### config.mk
export PLATFORM = sky130hd
export DESIGN_NAME = gen_ppdrain
export DESIGN_NICKNAME = d
export VERILOG_FILES = /design/src/rtl/gen_ppdrain.sv
export SDC_FILE = /design/constraint.sdc
export NUM_CORES = 1
export LEC_CHECK = 0
export ABC_AREA = 1
export BUFFER_PORTS_ARGS = -buffer_cell sky130_fd_sc_hd__clkbuf_2
export CAP_MARGIN = 20
export CORE_AREA = 3 3 354 356
export CTS_CLUSTER_DIAMETER = 40
export DETAILED_ROUTE_END_ITERATION = 10
export DIE_AREA = 0 0 357 359
export RECOVER_POWER = 100
export SYNTH_ARGS = -nofsm -noshare
export SYNTH_HDL_FRONTEND = slang
export SYNTH_SLANG_ARGS = --single-unit
### constraint.sdc
create_clock -name CLK -period 2.2 [get_ports CLK]
set_clock_uncertainty 0.2 [all_clocks]
set_input_delay 0 -clock CLK [delete_from_list [all_inputs] [get_ports CLK]]
set_output_delay 0 -clock CLK [all_outputs]
set_load 0.005 [all_outputs]
### src/rtl/gen_ppdrain.sv
// In-order drain engine for an indexed entry buffer: walks entries 0..DP-1 with
// wrap, captures each valid entry into a registered valid/ready output stage.
module gen_ppdrain #(
  parameter int DW = 100,
  parameter int DP = 8,
  localparam int PW = $clog2(DP)
) (
  input  logic             CLK,
  input  logic             RSTn,
  input  logic [DW*DP-1:0] info_i,
  input  logic [DP-1:0]    valid_i,
  input  logic             flush,
  output logic [DW-1:0]    data_o,
  output logic             data_valid_o,
  input  logic             data_ready_i,
  output logic             last_o,
  output logic             pop_o,
  output logic [PW-1:0]    index_o,
  output logic [PW-1:0]    rd_ptr_o,
  output logic             empty_o
);

  // Handshake: data_o is transferred on any rising edge where data_valid_o and
  // data_ready_i are both high; data_o/last_o hold stable while valid && !ready.

  typedef enum logic {ST_EMPTY = 1'b0, ST_HOLD = 1'b1} state_t;

  state_t        state;
  logic [PW-1:0] rd_ptr;
  logic [DW-1:0] entries [DP];
  logic          slot_free;
  logic          load;
  logic          ptr_at_end;

  for (genvar k = 0; k < DP; k++) begin : g_unpack
    assign entries[k] = info_i[DW*k +: DW];
  end

  assign ptr_at_end = (rd_ptr == PW'(DP - 1));
  assign slot_free  = (state == ST_EMPTY) | data_ready_i;
  // Gated by RSTn so no pop is issued to the buffer while reset is asserted.
  assign load       = RSTn & slot_free & valid_i[rd_ptr] & ~flush;

  assign data_valid_o = (state == ST_HOLD);
  assign pop_o        = load;
  assign index_o      = load ? rd_ptr : '0;
  assign rd_ptr_o     = rd_ptr;
  assign empty_o      = (state == ST_EMPTY) & ~valid_i[rd_ptr];

  always_ff @(posedge CLK) begin
    if (!RSTn) begin
      state  <= ST_EMPTY;
      rd_ptr <= '0;
      data_o <= '0;
      last_o <= 1'b0;
    end else if (flush) begin
      // data_o deliberately left as-is; only the valid flag is dropped.
      state  <= ST_EMPTY;
      rd_ptr <= '0;
      last_o <= 1'b0;
    end else if (load) begin
      state  <= ST_HOLD;
      data_o <= entries[rd_ptr];
      last_o <= ptr_at_end;
      rd_ptr <= ptr_at_end ? '0 : rd_ptr + PW'(1);
    end else if (state == ST_HOLD && data_ready_i) begin
      state  <= ST_EMPTY;
    end
  end

endmodule

==> parameters.txt <==
Parameter                              Value

Worst setup path
  Top cell family by delay on the critical path    buffers and inverters
  Cell mode on critical path    buf_12
  Top fanout value on the critical path    48
  Critical path's largest stage delay    between 0.4 and 0.5 ns
  Buf+Inv Stages, Crit Path    4
  CP Launch Type    flip-flop
  Worst path cell trace    clkinv_8 -> buf_12 -> buf_12 -> buf_12 -> o21ai_0 -> o21ai_0 -> nand2_1 -> nand2_1 -> nor2_1 -> nor2_1
  Required time worst endpoint    around 2.3 ns
  WS Path Type    flip-flop to flip-flop
  Critical path data arrival time    approximately 2.3 ns
  Slowest stage cell, crit path    dfxtp_4
  Endpoint type of the worst setup path    flip-flop

Placed design
  Detailed placement HPWL    about 91 mm
  Final GP Congestion    between 0.9 and 1
  Placed Instances    ~4,900
  Worst setup slack after placement    -0.199 ns
  Number of input and output port buffers inserted    between 900 and 1,000

Timing
  Setup TNS Final    0 ns
  Achievable Freq    ~0.46 GHz
  Time the worst path needs with I/O delays and setup    between 2 and 2.5 ns
  Setup Viol. Count Final    0
  Final Slew Violations    0
  Fin Hold WS    about 0.0027 ns
  Worst slew pin tran    roughly 0.72 ns
  Count of final hold-check violations    0
  Crit path setup slack, layout    just under 0.009 ns
  Tcrit/Tclk final    between 90 and 100%
  RSZ-0062 raised after global routing    yes
  Remaining max-slew budget at the tightest pin    between 50% and 60%

Power
  Relative contribution of combinational cells to total power    a little over two fifths
  P_sw    roughly 2.6 mW
  Internal Dissipation    around 4.5 mW
  Total leakage power    about 12 nW
  Switching share of power    a little under two fifths
  Worst ir drop on vdd    approximately 400 uV
  Relative contribution of sequential cells to total power    slightly below 30%
  Part of the power in the clock network    26.7%
  Power density over the cells    between 200 and 300 nW/um2

GRT
  Initial antenna violation count    66
  Total congestion overflow    0
  Total Routing Usage GR    about 17%
  Global-route wire length before repair    roughly 160 mm
  Number of global-route vias before repair    around 22,000
  Maximum number of pins on one net before global-route repair    ~80

Final layout
  Layout cell share with drive strength beyond 1    around 28%
  Nets@finish    around 4,600
  Area Overhead vs Synth    120%
  Final cell count without fillers    approximately 5,500
  Final cell utilization of the core    approximately a fifth
  Number of filler instances in the final layout    approximately 14,000

Clock tree
  Number of H-tree branching levels    3
  Number of sinks driven by the clock tree    between 100 and 150
  Register clock-pin slew on the reported worst setup and hold paths    about 0.090 ns
  Skew-Pair Late Insertion Delay    about 0.4 ns
  Clock buffer depth    2
  Root cell of the clock tree    clkbuf_16
  Number of buffers added by the clock tree synthesis step    9
  TritonCTS clock tree    built

Routing
  Final wirelength    between 100 and 150 mm
  DR vias/cell    4.05
  DR vias    between 20,000 and 25,000
  Number of remaining DRC errors    0
  Total iterations of the first detailed-routing run    8
  Post-route ant nets    0
  Count of routing violations after the opening detailed-route iteration    ~2,300
  Drt wl/cell    21.5 um

Logic synthesis
  Async S/R FF share, synth    0%
  Number of synthesized flops with an enable pin    0
  Number of distinct library cells after synthesis    19
  Most used flip-flop cell after synthesis    dfxtp_1
  Post-Synthesis Net Count    between 3,000 and 4,000
  Cell count after synthesis    approximately 2,400
  Yosys Warn Count    0
  Average cell area after synthesis    a little under 5 um2
  Seq cells post-synth    between 100 and 150
  Netlist area before placement    roughly 11,000 um2
  Share of the yosys chip area belonging to registers    between 15 and 20%

Floorplanning
  Standard cell core area    roughly 120,000 um2
  Cell row count    around 130
  I/O pin cnt    ~920
  Starting density of the core    under 10%
  Die outline height    359 um
  Die footprint    approximately 130,000 um2
  Die extent in x    357 um

Run
  Max capacitance violation total    0

Hold path
  Type of the tightest min-delay check    input pin to flip-flop

Status
  Result of the run    complete, no violations
[through the flow]
step,instance area (um2),power [mW]
2_1_floorplan,11500,2.89
4_1_cts,24900,7.11
6_report,25200,7.10
5_1_grt,25200,7.51
3_5_place_dp,18800,4.21
3_3_place_gp,18800,4.20
[sequential cells by signal, summed over array words and instances (netlist names)]
name / flops
data_o: 100
rd_ptr_o: 3
data_valid_o: 1
last_o: 1
[cells in the final DEF (no fill, tap or decap), types with 3 or more instances in the layout]
master	count
nand2_1	508
buf_6	10
o21ai_0	442
clkbuf_2	824
inv_6	3
dfxtp_1	102
inv_1	111
nor2_1	806
clkbuf_16	14
buf_4	128
o21ai_2	7
a21oi_1	3
buf_16	6
diode_2	25
dfxtp_4	3
dlygate4sd3_1	556
nand3_2	4
buf_8	7
clkbuf_1	91
nand2_2	8
buf_12	23
o21ai_1	151
[logic make-up after synthesis]
| group | count (synthesis) | share of synthesized area [%] |
|---|---|---|
| AND/OR/NAND/NOR | 1335 | 44.0 |
| AO/OA/AOI/OAI | 604 | 26.4 |
| buffers and inverters | 305 | 11.0 |
| flip-flops | 105 | 18.4 |
| adder cells (fa/ha/maj) | 2 | 0.218 |
[synthesized netlist by cell type, types with 3 or more instances]
| library cell | n | area (um2) |
|---|---|---|
| a21oi_1 | 3 | 15.0 |
| buf_1 | 19 | 71.3 |
| buf_2 | 44 | 220 |
| buf_4 | 11 | 82.6 |
| buf_6 | 3 | 33.8 |
| clkbuf_1 | 112 | 420 |
| dfxtp_1 | 105 | 2100 |
| inv_1 | 114 | 428 |
| nand2_1 | 517 | 1940 |
| nand3_1 | 5 | 25.0 |
| nor2_1 | 808 | 3030 |
| o21ai_0 | 465 | 2330 |
| o21ai_1 | 135 | 676 |
[tightest hold or removal path: cells and delay by family]
kind	cells	cell delay [ns]
and+or+nand+nor	5	0.37
AOI/OAI and AO/OA	1	0.12
buffers and inverters	1	0.09
[worst paths after layout]
path	from	endpoint	slack [ns]	depth (start not counted)
max	rd_ptr_o[0]$_SDFFE_PP0P_	data_o[39]$_SDFFE_PN0P_	0.009	10
min	info_i[416]	data_o[16]$_SDFFE_PN0P_	0.003	7
max reg2reg	rd_ptr_o[0]$_SDFFE_PP0P_	data_o[39]$_SDFFE_PN0P_	0.009	10
min reg2reg	data_o[99]$_SDFFE_PN0P_	data_o[99]$_SDFFE_PN0P_	0.32	4
[timing repair]
item | in CTS | in global routing
gates cloned | 3 | 5
setup endpoints to repair | 11 | 66
pin swaps | 1 | 4
resized for setup | 23 | 68
hold buffers | 557 | 0
endpoints found under the hold margin | 103 | 0
buffers inserted | 8 | 8
[final cells by class]
cell class | instances | area [um2] | share of cell area [%]
Antenna cell | 25 | 62.6 | 0.248
Clock buffer | 9 | 225 | 0.894
Clock inverter | 7 | 63.8 | 0.253
Inverter | 116 | 473 | 1.88
Multi-Input combinational cell | 1941 | 8190 | 32.5
Sequential cell | 105 | 2110 | 8.39
Tap cell | 1625 | 2030 | 8.07
Timing Repair Buffer | 1654 | 12000 | 47.8
Timing Repair inverter | 1 | 8.76 | 0.0348
[per-layer routing]
metal	up-vias	share of wire (%)	wire (um)	GRT usage (%)
met4	32	3.4	3950	5.08
li1	10400	-	-	-
met2	1410	43	51100	26.5
met3	271	11	13000	5.71
met5	-	0.17	204	0
met1	10100	42	49400	21.9
[power groups by stage]
stage	Combinational [mW]	Sequential [mW]	Clock, mW
after floorplan	0.775	2.11	0
after global placement	2.09	2.12	0
after detailed placement	2.09	2.12	0
after CTS	3.03	2.07	2.01
after global routing	3.36	2.09	2.06
final	3.12	2.08	1.89
Note: power is estimated with default switching activity, not from simulation.
